$ cat config.mk
export PLATFORM = sky130hd
export DESIGN_NAME = vend_change_ctrl_flat
export DESIGN_NICKNAME = d
export VERILOG_FILES = /design/src/rtl/vend_pkg.sv /design/src/rtl/vend_change_ctrl_if.sv /design/src/rtl/change_dispenser.sv /design/src/rtl/vend_change_ctrl.sv /design/src/flat_wrapper.sv
export SDC_FILE = /design/constraint.sdc
export NUM_CORES = 1
export LEC_CHECK = 0
export CORE_MARGIN = 5
export CORE_UTILIZATION = 41
export CTS_CLUSTER_SIZE = 14
export DETAILED_ROUTE_END_ITERATION = 6
export PLACE_DENSITY_LB_ADDON = 0.3
export SKIP_LAST_GASP = 1
export SYNTH_ARGS = -nofsm -noshare
export SYNTH_HDL_FRONTEND = slang
export SYNTH_HIERARCHICAL = 1
export SYNTH_SLANG_ARGS = --single-unit
$ cat constraint.sdc
create_clock -name clk -period 3.8 [get_ports clk]
set_input_delay 0.76 -clock clk [delete_from_list [all_inputs] [get_ports clk]]
set_output_delay 0.76 -clock clk [all_outputs]
set_load 0.02 [all_outputs]
$ cat src/rtl/vend_pkg.sv
// Shared definitions for the vending change controller: coin values, one-hot
// coin codes, FSM state encoding, default prices and the greedy coin picker.
package vend_pkg;

    localparam logic [7:0] COIN_VAL_50 = 8'd50;
    localparam logic [7:0] COIN_VAL_20 = 8'd20;
    localparam logic [7:0] COIN_VAL_10 = 8'd10;
    localparam logic [7:0] COIN_VAL_5  = 8'd5;

    localparam logic [3:0] COIN_OH_50 = 4'b1000;
    localparam logic [3:0] COIN_OH_20 = 4'b0100;
    localparam logic [3:0] COIN_OH_10 = 4'b0010;
    localparam logic [3:0] COIN_OH_5  = 4'b0001;

    localparam logic [2:0] ST_IDLE     = 3'd0;
    localparam logic [2:0] ST_CHECK    = 3'd1;
    localparam logic [2:0] ST_DISPENSE = 3'd2;
    localparam logic [2:0] ST_CHANGE   = 3'd3;
    localparam logic [2:0] ST_DONE     = 3'd4;

    localparam int PRICE0_DEF   = 15;
    localparam int PRICE1_DEF   = 25;
    localparam int PRICE2_DEF   = 40;
    localparam int PRICE3_DEF   = 60;
    localparam int COIN_GAP_DEF = 4;

    typedef struct packed {
        logic [3:0] onehot;
        logic [7:0] value;
    } coin_t;

    // Largest coin not exceeding rem; all-zero when rem is below the smallest coin.
    function automatic coin_t greedy_pick(input logic [7:0] rem);
        coin_t c;
        c.onehot = 4'b0000;
        c.value  = 8'd0;
        if (rem >= COIN_VAL_50) begin
            c.onehot = COIN_OH_50;
            c.value  = COIN_VAL_50;
        end else if (rem >= COIN_VAL_20) begin
            c.onehot = COIN_OH_20;
            c.value  = COIN_VAL_20;
        end else if (rem >= COIN_VAL_10) begin
            c.onehot = COIN_OH_10;
            c.value  = COIN_VAL_10;
        end else if (rem >= COIN_VAL_5) begin
            c.onehot = COIN_OH_5;
            c.value  = COIN_VAL_5;
        end
        return c;
    endfunction

endpackage

$ cat src/rtl/vend_change_ctrl_if.sv
// Bus between the coin-accumulation stage / front panel and the change controller.
interface vend_change_ctrl_if;
    // No back-pressure anywhere: buy, cancel, dispense, coin_valid, credit_clr and
    // err_short are single-cycle strobes; credit/item_sel are qualified by buy (and
    // credit_valid), item_out by dispense, coin_out by coin_valid.
    logic [7:0] credit;
    logic       credit_valid;
    logic [1:0] item_sel;
    logic       buy;
    logic       cancel;
    logic       busy;
    logic       dispense;
    logic [1:0] item_out;
    logic [3:0] coin_out;
    logic       coin_valid;
    logic       credit_clr;
    logic       err_short;
    logic [2:0] state_dbg;

    modport master (
        output credit, credit_valid, item_sel, buy, cancel,
        input  busy, dispense, item_out, coin_out, coin_valid, credit_clr, err_short, state_dbg
    );

    modport slave (
        input  credit, credit_valid, item_sel, buy, cancel,
        output busy, dispense, item_out, coin_out, coin_valid, credit_clr, err_short, state_dbg
    );
endinterface

$ cat src/rtl/change_dispenser.sv
// Greedy change emitter: loaded with an amount on start, emits one coin every
// COIN_GAP cycles largest-first, then flags done or a sub-5 residue.
module change_dispenser
    import vend_pkg::*;
#(
    parameter int COIN_GAP = COIN_GAP_DEF
) (
    input  logic       clk,
    input  logic       rst,
    input  logic       start,
    input  logic [7:0] load_val,
    output logic [3:0] coin_out,
    output logic       coin_valid,
    output logic       done,
    output logic       residue_err
);
    localparam logic [7:0] GAP_RELOAD = 8'(COIN_GAP - 1);

    logic       active_r;
    logic [7:0] rem_r;
    logic [7:0] gap_r;
    logic       ready;
    coin_t      pick;

    assign pick        = greedy_pick(rem_r);
    assign ready       = active_r && (gap_r == 8'd0);
    assign coin_valid  = ready && (pick.value != 8'd0);
    assign coin_out    = coin_valid ? pick.onehot : 4'b0000;
    assign done        = ready && (rem_r == 8'd0);
    assign residue_err = ready && (rem_r != 8'd0) && (pick.value == 8'd0);

    always_ff @(posedge clk or posedge rst) begin
        if (rst) begin
            active_r <= 1'b0;
            rem_r    <= 8'd0;
            gap_r    <= 8'd0;
        end else if (start) begin
            active_r <= 1'b1;
            rem_r    <= load_val;
            gap_r    <= 8'd0;
        end else if (active_r) begin
            if (gap_r != 8'd0) begin
                gap_r <= gap_r - 8'd1;
            end else if (coin_valid) begin
                rem_r <= rem_r - pick.value;
                gap_r <= GAP_RELOAD;
            end else begin
                // done or residue: stream finished, residue discarded
                active_r <= 1'b0;
                rem_r    <= 8'd0;
            end
        end
    end
endmodule

$ cat src/rtl/vend_change_ctrl.sv
// Vending transaction controller: price check, dispense, change return, credit clear.
// Optional refund-on-cancel path enabled by defining VEND_REFUND_EN.
module vend_change_ctrl
    import vend_pkg::*;
#(
    parameter int PRICE0   = PRICE0_DEF,
    parameter int PRICE1   = PRICE1_DEF,
    parameter int PRICE2   = PRICE2_DEF,
    parameter int PRICE3   = PRICE3_DEF,
    parameter int COIN_GAP = COIN_GAP_DEF
) (
    input  logic               clk,
    input  logic               rst,
    vend_change_ctrl_if.slave  bus
);
    logic [2:0] state_r, state_nxt;
    logic [7:0] cred_r, price_r, chg_r;
    logic [1:0] item_r;
    logic       short_c, buy_go, refund_go;
    logic       disp_start, disp_done, disp_err, disp_valid;
    logic [7:0] disp_load;
    logic [3:0] disp_coin;

    function automatic logic [7:0] price_of(input logic [1:0] sel);
        case (sel)
            2'd0:    return 8'(PRICE0);
            2'd1:    return 8'(PRICE1);
            2'd2:    return 8'(PRICE2);
            default: return 8'(PRICE3);
        endcase
    endfunction

`ifdef VEND_REFUND_EN
    assign refund_go = (state_r == ST_IDLE) && bus.cancel && bus.credit_valid && (bus.credit != 8'd0);
`else
    logic unused_cancel;
    assign unused_cancel = bus.cancel;
    assign refund_go     = 1'b0;
`endif

    // cancel outranks buy when both arrive together
    assign buy_go  = (state_r == ST_IDLE) && bus.buy && bus.credit_valid && !refund_go;
    assign short_c = cred_r < price_r;

    always_comb begin
        state_nxt = state_r;
        case (state_r)
            ST_IDLE:     if (refund_go) state_nxt = ST_CHANGE;
                         else if (buy_go) state_nxt = ST_CHECK;
            ST_CHECK:    state_nxt = short_c ? ST_IDLE : ST_DISPENSE;
            ST_DISPENSE: state_nxt = (chg_r != 8'd0) ? ST_CHANGE : ST_DONE;
            ST_CHANGE:   if (disp_done || disp_err) state_nxt = ST_DONE;
            ST_DONE:     state_nxt = ST_IDLE;
            default:     state_nxt = ST_IDLE;
        endcase
    end

    always_ff @(posedge clk or posedge rst) begin
        if (rst) begin
            state_r <= ST_IDLE;
            cred_r  <= 8'd0;
            price_r <= 8'd0;
            chg_r   <= 8'd0;
            item_r  <= 2'd0;
        end else begin
            state_r <= state_nxt;
            if (buy_go) begin
                cred_r  <= bus.credit;
                price_r <= price_of(bus.item_sel);
                item_r  <= bus.item_sel;
            end
            if ((state_r == ST_CHECK) && !short_c)
                chg_r <= cred_r - price_r;
        end
    end

    assign disp_start = refund_go || ((state_r == ST_DISPENSE) && (chg_r != 8'd0));
    assign disp_load  = (state_r == ST_IDLE) ? bus.credit : chg_r;

    change_dispenser #(.COIN_GAP(COIN_GAP)) u_disp (
        .clk         (clk),
        .rst         (rst),
        .start       (disp_start),
        .load_val    (disp_load),
        .coin_out    (disp_coin),
        .coin_valid  (disp_valid),
        .done        (disp_done),
        .residue_err (disp_err)
    );

    assign bus.busy       = (state_r != ST_IDLE);
    assign bus.dispense   = (state_r == ST_DISPENSE);
    assign bus.item_out   = (state_r == ST_DISPENSE) ? item_r : 2'd0;
    assign bus.coin_out   = disp_coin;
    assign bus.coin_valid = disp_valid;
    assign bus.credit_clr = (state_r == ST_DONE);
    assign bus.err_short  = ((state_r == ST_CHECK) && short_c) || disp_err;
    assign bus.state_dbg  = state_r;
endmodule

$ cat src/flat_wrapper.sv
// flat-port wrapper written by rule: the top's interface ports become plain ports
module vend_change_ctrl_flat import vend_pkg::*;
#(
    parameter int PRICE0   = PRICE0_DEF,
    parameter int PRICE1   = PRICE1_DEF,
    parameter int PRICE2   = PRICE2_DEF,
    parameter int PRICE3   = PRICE3_DEF,
    parameter int COIN_GAP = COIN_GAP_DEF
)
  (clk, rst, bus_credit, bus_credit_valid, bus_item_sel, bus_buy, bus_cancel, bus_busy, bus_dispense, bus_item_out, bus_coin_out, bus_coin_valid, bus_credit_clr, bus_err_short, bus_state_dbg);
  vend_change_ctrl_if bus_i ();
  input  logic clk;
  input  logic rst;
  input wire logic [$bits(bus_i.credit)-1:0] bus_credit;
  input wire logic [$bits(bus_i.credit_valid)-1:0] bus_credit_valid;
  input wire logic [$bits(bus_i.item_sel)-1:0] bus_item_sel;
  input wire logic [$bits(bus_i.buy)-1:0] bus_buy;
  input wire logic [$bits(bus_i.cancel)-1:0] bus_cancel;
  output wire logic [$bits(bus_i.busy)-1:0] bus_busy;
  output wire logic [$bits(bus_i.dispense)-1:0] bus_dispense;
  output wire logic [$bits(bus_i.item_out)-1:0] bus_item_out;
  output wire logic [$bits(bus_i.coin_out)-1:0] bus_coin_out;
  output wire logic [$bits(bus_i.coin_valid)-1:0] bus_coin_valid;
  output wire logic [$bits(bus_i.credit_clr)-1:0] bus_credit_clr;
  output wire logic [$bits(bus_i.err_short)-1:0] bus_err_short;
  output wire logic [$bits(bus_i.state_dbg)-1:0] bus_state_dbg;
  assign bus_i.credit = bus_credit;
  assign bus_i.credit_valid = bus_credit_valid;
  assign bus_i.item_sel = bus_item_sel;
  assign bus_i.buy = bus_buy;
  assign bus_i.cancel = bus_cancel;
  assign bus_busy = bus_i.busy;
  assign bus_dispense = bus_i.dispense;
  assign bus_item_out = bus_i.item_out;
  assign bus_coin_out = bus_i.coin_out;
  assign bus_coin_valid = bus_i.coin_valid;
  assign bus_credit_clr = bus_i.credit_clr;
  assign bus_err_short = bus_i.err_short;
  assign bus_state_dbg = bus_i.state_dbg;
  vend_change_ctrl #(.PRICE0(PRICE0), .PRICE1(PRICE1), .PRICE2(PRICE2), .PRICE3(PRICE3), .COIN_GAP(COIN_GAP)) u_core (.clk(clk), .rst(rst), .bus(bus_i));
endmodule
Word-level counts from Yosys, hierarchy flattened

Index checks and enable logic that the tools add are counted.
W data, S select, Z words.

Bits in registers: 46
Bits in latches: 0
Bits in writable memories: 0
Memory bits (read-only): 0
Input bits: 15
Output and inout port bits: 14
Logic and storage cells: 78
Memories kept: 0

Add/subtract/negate cells: 3
Multiply operators: 0
Div/mod/pow operators: 0
Magnitude comparators: 5
Equality and inequality tests: 9
Shifts and indexed selects: 0
Mux-type cells: 25
Bitwise operators: 0
Reductions and logical operators: 28

Operators with widths:

| operator              | count |
|---|---|
| $mux W8               | 9 |
| $reduce_bool A8 Y1    | 4 |
| $logic_not A8 Y1      | 3 |
| $pmux W6 S3           | 1 |
| $sub A8 B8 Y8         | 2 |
| $mux W12              | 1 |
| $pmux W3 S4           | 1 |
| $mux W11              | 1 |
| $logic_and A1 B1 Y1   | 10 |
| $mux W10              | 1 |
| $mux W3               | 3 |
| $mux W9               | 1 |
| $ge A8 B3 Y1 const B  | 1 |
| $ge A8 B4 Y1 const B  | 1 |
| $ge A8 B5 Y1 const B  | 1 |
| $ge A8 B6 Y1 const B  | 1 |
| $lt A8 B8 Y1          | 1 |
| $sub A8 B1 Y8 const B | 1 |
| $eq A3 B2 Y1 const B  | 2 |
| $ne A2 B1 Y1 const B  | 3 |
| $reduce_and A2 Y1     | 3 |
| $reduce_bool A3 Y1    | 2 |
| $mux W1               | 4 |
| $mux W2               | 2 |
| 10 further kinds      | 11 |

Depth between registers and ports, before layout

Gate-level depths: netlist (run 1).

Depth after elaboration: 11
Depth in mapped cells: 11
Gate-level depth less buffers: 11

Hierarchy

The synthesis (run 1) kept the hierarchy.

By module, submodules not included:

| module           | instances | cells each | area an instance (um2) | sequential area each (um2) |
|---|---|---|---|---|
| vend_change_ctrl | 1         | 172        | 1571.5                 | 675.6 |
| change_dispenser | 1         | 152        | 1325.0                 | 425.4 |

Worst setup path after synthesis (run 1)

No wires, ideal clock.

Path type: flip-flop to output port
Start point: register u_core.u_disp.gap_r[0]
End point: output bus_coin_out[0]
Data arrival time: 2.010 ns
Required time: 3.040 ns
Path slack: 1.030 ns
Cell stages (with the launch flop): 7
Buffers on the path: 1
Cell sequence: dfrtp_1 inv_1 ha_1 nor3b_1 nand3_1 clkbuf_1 nor4_1

Word-level cells in the longest chain between the ends: 4

RTL lines:

| element                | line                   | source |
|---|---|---|
| from (decl)            | change_dispenser.sv:21 | `logic [7:0] gap_r;` |
| from (signal assigned) | change_dispenser.sv:43 | `gap_r <= gap_r - 8'd1;` |
| $logic_not A8 Y1       | change_dispenser.sv:26 | `assign ready = active_r && (gap_r == 8'd0);` |
| $logic_and A1 B1 Y1    | change_dispenser.sv:26 |  |
| $logic_and A1 B1 Y1    | change_dispenser.sv:27 | `assign coin_valid = ready && (pick.value != 8'd0);` |
| $mux W4                | change_dispenser.sv:28 | `assign coin_out = coin_valid ? pick.onehot : 4'b0000;` |
| to (decl)              | flat_wrapper.sv:22     | `output wire logic [$bits(bus_i.coin_out)-1:0] bus_coin_out;` |

Every way passes these cells.

Worst setup path in the final report (run 1)

Start point: register u_core.u_disp.gap_r[0]
End point: output bus_err_short

Word-level cells in the longest chain between the ends: 5

RTL lines:

| element                           | line                   | source |
|---|---|---|
| $logic_not A8 Y1                  | change_dispenser.sv:26 |  |
| $logic_and A1 B1 Y1               | change_dispenser.sv:26 |  |
| $logic_and A1 B1 Y1 (2 in series) | change_dispenser.sv:30 | `assign residue_err = ready && (rem_r != 8'd0) && (pick.value == 8'd0);` |
| net u_core.disp_err               | vend_change_ctrl.sv:20 | `logic disp_start, disp_done, disp_err, disp_valid;` |
| $logic_or A1 B1 Y1                | vend_change_ctrl.sv:97 | `assign bus.err_short = ((state_r == ST_CHECK) && short_c) \|\| disp_err;` |
| to (decl)                         | flat_wrapper.sv:25     | `output wire logic [$bits(bus_i.err_short)-1:0] bus_err_short;` |

The timed path passes the listed nets, and every way through them passes these cells.

==> results of run 1 <==
==> worst max-delay path, stage by stage, from the launching register on <==
cell and delay (ns):
dfrtp_1 0.42, inv_1 0.09, ha_1 0.18, nor3b_1 0.34, nand3_2 0.20, nor4_1 0.34
buf_4 0.19, o21bai_1 0.11, clkdlybuf4s50_1 0.62
==> synthesized netlist by cell type (all sizes together) (2+ instances only) <==
library cell  number
o21ai             29
nand2             53
a211oi             4
nor4b              2
buf                4
ha                20
a32o               3
nor3              12
a21oi             10
nand2b             5
nor3b              6
and3               3
a31oi              2
nor2              16
nor4               5
xor2               5
mux2              11
nand4b             2
or3                5
nand3              7
o21a               7
or2                3
dfrtp             44
and2               5
xnor2              2
fa                 2
inv               27
and4               2
o31ai              5
or4                4
clkbuf             6
==> final cells by class <==
type,count,area [sq um],area share
well taps,96,120,0.0361
flip-flops and latches,44,1100,0.331
clock buffers,6,72.6,0.0218
clock inverters,1,5.00,0.00150
multi-input cells,242,1640,0.491
inverters,27,101,0.0305
repair buffers,30,293,0.0880
==> flip-flops by register name (all words and copies together) (netlist names) <==
| register | cells |
|---|---|
| u_core/u_disp/rem_r | 8 |
| u_core/cred_r | 8 |
| u_core/item_r | 2 |
| u_core/u_disp/gap_r | 8 |
| u_core/u_disp/active_r | 1 |
| u_core/bus.state_dbg | 3 |
| u_core/price_r | 6 |
| u_core/chg_r | 8 |
==> layer usage <==
metal	GRT usage	up-vias	wire length [microns]
li1	-	1186	-
met1	0.188	1068	2810
met2	0.252	33	2990
met3	0.0280	5	167
met4	0.0409	0	57
met5	0	-	0
==> repair_timing <==
action | in CTS | in global routing
endpoints found under the hold margin | 0 | 0
setup buffers | 0 | 0
endpoints found under the setup margin | 0 | 1
resized for setup | 0 | 1
==> per-stage QoR <==
stage / util / std cells / hold WS, ns / area (sq um)
2_1_floorplan: - / 324 / 0.418 / 2900
3_3_place_gp: 0.475 / 439 / 0.430 / 3250
5_1_grt: 0.487 / 446 / 0.495 / 3330
6_report: 0.487 / 446 / 0.469 / 3330
3_5_place_dp: 0.475 / 439 / 0.457 / 3250
4_1_cts: 0.486 / 446 / 0.476 / 3320
==> power breakdown <==
| part | switching, mW | internal, mW | total [mW] | leakage [nW] |
|---|---|---|---|---|
| Combinational | 0.855 | 0.731 | 1.59 | 0.886 |
| Clock | 0.151 | 0.125 | 0.276 | 0.0410 |
| Sequential | 0.216 | 0.685 | 0.901 | 0.536 |
| Total | 1.22 | 1.54 | 2.76 | 1.46 |
==> cell families (layout without fill, tap and decap cells) <==
group	after synthesis	in the layout
AO/OA/AOI/OAI	69	69
XOR/XNOR	7	7
buffers and inverters	38	64
adder cells (fa/ha/maj)	22	22
AND/OR/NAND/NOR	132	132
multiplexers	12	12
flip-flops	44	44
==> path summary, 6_finish.rpt <==
| kind | end | slack, ns | cells past startpoint |
|---|---|---|---|
| hold / removal | u_core/price_r[3]$_DFFE_PP0P_ | 0.47 | 2 |
| hold reg to reg | u_core/price_r[3]$_DFFE_PP0P_ | 0.47 | 2 |
| setup / recovery | bus_err_short | 0.25 | 8 |
| max in group asynchronous | u_core/cred_r[6]$_DFFE_PP0P_ | 2.14 | 2 |
| min in group asynchronous | u_core/u_disp/active_r$_DFF_PP0_ | 0.87 | 2 |
| setup reg to reg | u_core/u_disp/rem_r[7]$_DFFE_PP0P_ | 0.64 | 10 |
==> qor.csv, run 1 <==
metric,value,unit
status,"complete, no violations",
post-synth net total,361,
HP Class,reg -> reg,
Synth Area in Adders,0.100,
Synth Area in XOR/XNOR,0.0212,
RSZ-0062 raised after global routing,false,
Yosys warnings,6,
"commonest cells after routing, fill and taps aside","53 x nand2_1, 44 x dfrtp_1, 28 x o21ai_0",
# hold bufs at CTS,0,
Area Growth Syn to Fin,14.9,%
"Seq/Total Area, Yosys",0.380,
total gr overflow,0,
# port buffers,27,
vias per cell,5.14,
pre-CTS setup slack,0.539,ns
Fin. Hold Viols,0,
Crit. End Element,output port,
Syn Inst Count,324,
mux cell area share after synthesis,0.0462,
Slew HR,0.319,
router iterations before antenna repair,4,
maximum vdd drop,0.000298,V
initial core utilization,0.424,
post-synth cell types,52,
"Async S/R FF share, synth",1.00,
clk_skew,0.0109,ns
largest family of logic cells by synthesized area,simple AND/OR/NAND/NOR gates,
Leak,1.46,nW
CTS Buf Count,5,
max_cap viols,0,
FF-to-FF Start,u_core/u_disp/rem_r[3]$_DFFE_PP0P_,
overall power,2.76,mW
"commonest non-fill, non-tap cell in the layout",nand2_1,
"Reg clk slew, reported paths",0.08,ns
Final WS setup,0.248,ns
initial antenna violation count,0,
CP Max Fanout,7,
WP data required,3.04,ns
Antenna Cells,0,
Clock Latency Late Sink,0.30,ns
Yosys top cell area share,0.380,
Synth Area in Compound Gates,0.155,
Syn Std Cell Area,0.00290,sq mm
core area,0.00683,sq mm
first-pass GRT wire length,10400,microns
initial DRC count,78,
Setup crit start,u_core/u_disp/gap_r[0]$_DFFE_PP0P_,
final WL,6030,microns
post-route ant nets,0,
Final period util,0.935,
H-tree levels,2,
WL/cell,13.5,microns
final slew viol count,0,
Synth area leaders,"dfrtp_1 38%, ha_1 8.6%, nand2_1 6.9%, o21ai_0 4.8%, mux2_2 4.3%",
Worst Tran Pin Value,1.02,ns
"Min Clock Period, post-route",3.55,ns
Mapped Avg Cell Area,8.94,sq um
"EDFF count, synth",0,
post-layout net count,387,
overall routing resource usage,0.147,
Total Neg Setup Slack,0,ns
final setup violation count,0,
vias in the first global route,2272,
dpl hpwl,4590,microns
CTS tree,done,
largest net degree at the start of global routing,28,
crit path launch type,flip-flop,
WP data arrival,2.79,ns
cell accounting for the most synthesized area,dfrtp_1,
# IOs,29,
row count,30,
Most used DFF post-synth,dfrtp_1,
Hold Path Origin,u_core/price_r[3]$_DFFE_PP0P_,
Die Span Y,94.1,microns
clk root buf,clkbuf_8,
CTS Buffer Depth,2,
die area,0.00885,sq mm
layout cells sized above 1,0.0857,
drt drc,0,
die span in x,94.1,microns
Pwr Density,830,mW/mm^2
WS Path Type,reg -> out,
post-synthesis simple-gate area fraction,0.241,
Seq cells post-synth,44,
Max Freq,282,MHz
RePlAce Congestion,0.821,
Filler Cell Count,707,
CTS Sinks,44,
vias post-DR,2292,
(Power assumes the default switching activity.)
==> run 2: changes to the inputs <==
--- a/config.mk
+++ b/config.mk
@@ -10,6 +10,8 @@
 export CTS_CLUSTER_SIZE = 14
 export DETAILED_ROUTE_END_ITERATION = 6
 export PLACE_DENSITY_LB_ADDON = 0.3
+export SETUP_SLACK_MARGIN = 0.02
+export SKIP_CTS_REPAIR_TIMING = 1
 export SKIP_LAST_GASP = 1
 export SYNTH_ARGS = -nofsm -noshare
 export SYNTH_HDL_FRONTEND = slang
==> results of run 2 <==
No change in the layout: final DEF, timing and power equal those of run 1.
==> run 3: changes to the inputs <==
--- a/config.mk
+++ b/config.mk
@@ -6,7 +6,7 @@
 export NUM_CORES = 1
 export LEC_CHECK = 0
 export CORE_MARGIN = 5
-export CORE_UTILIZATION = 41
+export CORE_UTILIZATION = 30
 export CTS_CLUSTER_SIZE = 14
 export DETAILED_ROUTE_END_ITERATION = 6
 export PLACE_DENSITY_LB_ADDON = 0.3
==> run 3 against run 2 <==
  * Count of clock-buffer cells in the layout increased by 1
  * Power up 1.5%
  * Setup slack gained 0.019 ns
  * Design area rose by 1.6%
  * Sequential power barely moved
  * Register-to-register slack better by 0.10 ns
  * Clock power rose by 11%
  * Cell count grew 7.6%
  * Worst hold slack worse by 0.012 ns
  * Largest power group unchanged
  * Die area is 33% higher
  * Combinational power barely moved
  * Non-clock buffer count unchanged
==> qor.csv, run 3 (synthesized netlist as in run 1, its figures left out) <==
metric,value,unit
Reg2Reg Depth,10,
# IOs,29,
RSZ-0062 raised after global routing,false,
crit path launch type,flip-flop,
Pwr Density,830,mW/mm^2
die area,0.0117,sq mm
Slowest cell on crit path,clkdlybuf4s50_1,
H-tree levels,2,
CP cell instances,inv_1 -> ha_1 -> nor3b_1 -> nand3_1 -> buf_4 -> nor2_2 -> clkdlybuf4s50_1,
overall routing resource usage,0.117,
initial core utilization,0.311,
CTS Sinks,44,
CTS tree,done,
hold endpoint,u_core/price_r[3]$_DFFE_PP0P_,
maximum vdd drop,0.000323,V
reg2reg setup slack,0.74,ns
Slew HR,0.310,
post-layout net count,387,
vias per cell,4.79,
post-route ant nets,0,
"commonest non-fill, non-tap cell in the layout",nand2_1,
dpl hpwl,4860,microns
total gr overflow,0,
Die Span Y,108,microns
final setup violation count,0,
Filler Cell Count,955,
Switching Fraction,0.442,
Final period util,0.930,
Fin. Hold Viols,0,
largest net degree at the start of global routing,28,
HP Class,reg -> reg,
FF-to-FF Start,u_core/u_disp/rem_r[3]$_DFFE_PP0P_,
"commonest cells after routing, fill and taps aside","53 x nand2_1, 44 x dfrtp_1, 28 x o21ai_0",
final slew viol count,0,
status,"complete, no violations",
combinational share of power,0.569,
hold-critical path depth,2,
Max Freq,283,MHz
Antenna Cells,0,
WS Path Type,reg -> out,
Area Growth Syn to Fin,16.7,%
Hold Path Origin,u_core/price_r[3]$_DFFE_PP0P_,
initial antenna violation count,0,
"Min Clock Period, post-route",3.53,ns
CP top delay family,buffers and inverters,
layout cells sized above 1,0.0855,
clock network power share,0.109,
CP max stage delay,0.71,ns
initial DRC count,103,
Total Neg Setup Slack,0,ns
max_cap viols,0,
internal power,1.56,mW
Multi-input gate area,0.00163,sq mm
clk_skew,0.0106,ns
Reg area,0.00110,sq mm
core area,0.00933,sq mm
row count,35,
"Reg clk slew, reported paths",0.09,ns
CTS Buf Count,5,
Crit. End Element,output port,
clk root buf,clkbuf_8,
Seq pwr share,0.321,
RePlAce Congestion,0.882,
vias in the first global route,2320,
reg2reg end,u_core/u_disp/rem_r[7]$_DFFE_PP0P_,
# port buffers,27,
overall power,2.80,mW
CP Max Fanout,14,
WP data arrival,2.77,ns
Leak,1.47,nW
WP data required,3.04,ns
WL/cell,13.3,microns
die span in x,108,microns
drt drc,0,
CP Buf/Inv Count,3,
Worst Tran Pin Value,1.03,ns
Clock Latency Late Sink,0.29,ns
vias post-DR,2299,
Switch Pwr,1.24,mW
router iterations before antenna repair,4,
final WL,6380,microns
CTS Buffer Depth,2,
first-pass GRT wire length,11100,microns
## run 3: final cells by class
type,instances,share of cell area
Inverter,27,0.0300
Clock buffer,7,0.0255
Multi-Input combinational cell,242,0.482
Clock inverter,1,0.00222
Sequential cell,44,0.326
Tap cell,129,0.0477
Timing Repair Buffer,30,0.0866
## run 3: worst max path at each step
| stage | from | to | slack [ns] | cells past startpoint |
|---|---|---|---|---|
| floorplan | u_core/u_disp/gap_r[0]$_DFFE_PP0P_ | bus_coin_out[0] | 1.03 | 6 |
| global placement | u_core/u_disp/gap_r[0]$_DFFE_PP0P_ | bus_coin_valid | 0.61 | 7 |
| detailed placement | u_core/u_disp/gap_r[0]$_DFFE_PP0P_ | bus_coin_valid | 0.59 | 7 |
| CTS | u_core/u_disp/gap_r[0]$_DFFE_PP0P_ | bus_coin_valid | 0.25 | 7 |
| global route | u_core/u_disp/gap_r[0]$_DFFE_PP0P_ | bus_coin_valid | 0.08 | 7 |
| finish | u_core/u_disp/gap_r[0]$_DFFE_PP0P_ | bus_coin_valid | 0.27 | 7 |
## run 3: metrics by stage
stage | std cells | area, sq um | hold WS (ns) | worst slack [ns] | util
2_1_floorplan | 324 | 2900 | 0.418 | 1.03 | -
3_3_place_gp | 472 | 3290 | 0.430 | 0.614 | 0.352
3_5_place_dp | 472 | 3290 | 0.448 | 0.593 | 0.352
4_1_cts | 480 | 3380 | 0.468 | 0.245 | 0.362
5_1_grt | 480 | 3380 | 0.483 | 0.0783 | 0.362
6_report | 480 | 3380 | 0.457 | 0.267 | 0.362
## run 3: power groups by stage
stage	Sequential [mW]	Combinational (mW)	Clock, mW
floorplan	0.858	1.28	0
global placement	0.902	1.56	0
detailed placement	0.908	1.59	0
CTS	0.899	1.60	0.317
global route	0.936	1.83	0.344
finish	0.901	1.60	0.307
## run 3: metal layers
metal	global-route usage	part of all wire
met2	0.198	0.47
met4	0.0216	0.0072
met5	0	0
met1	0.155	0.49
met3	0.0233	0.035
## run 3: tightest hold or removal path: stages, from the launching register on
cell and delay, ns:
dfrtp_1 0.33, inv_1 0.05, nand2_1 0.05
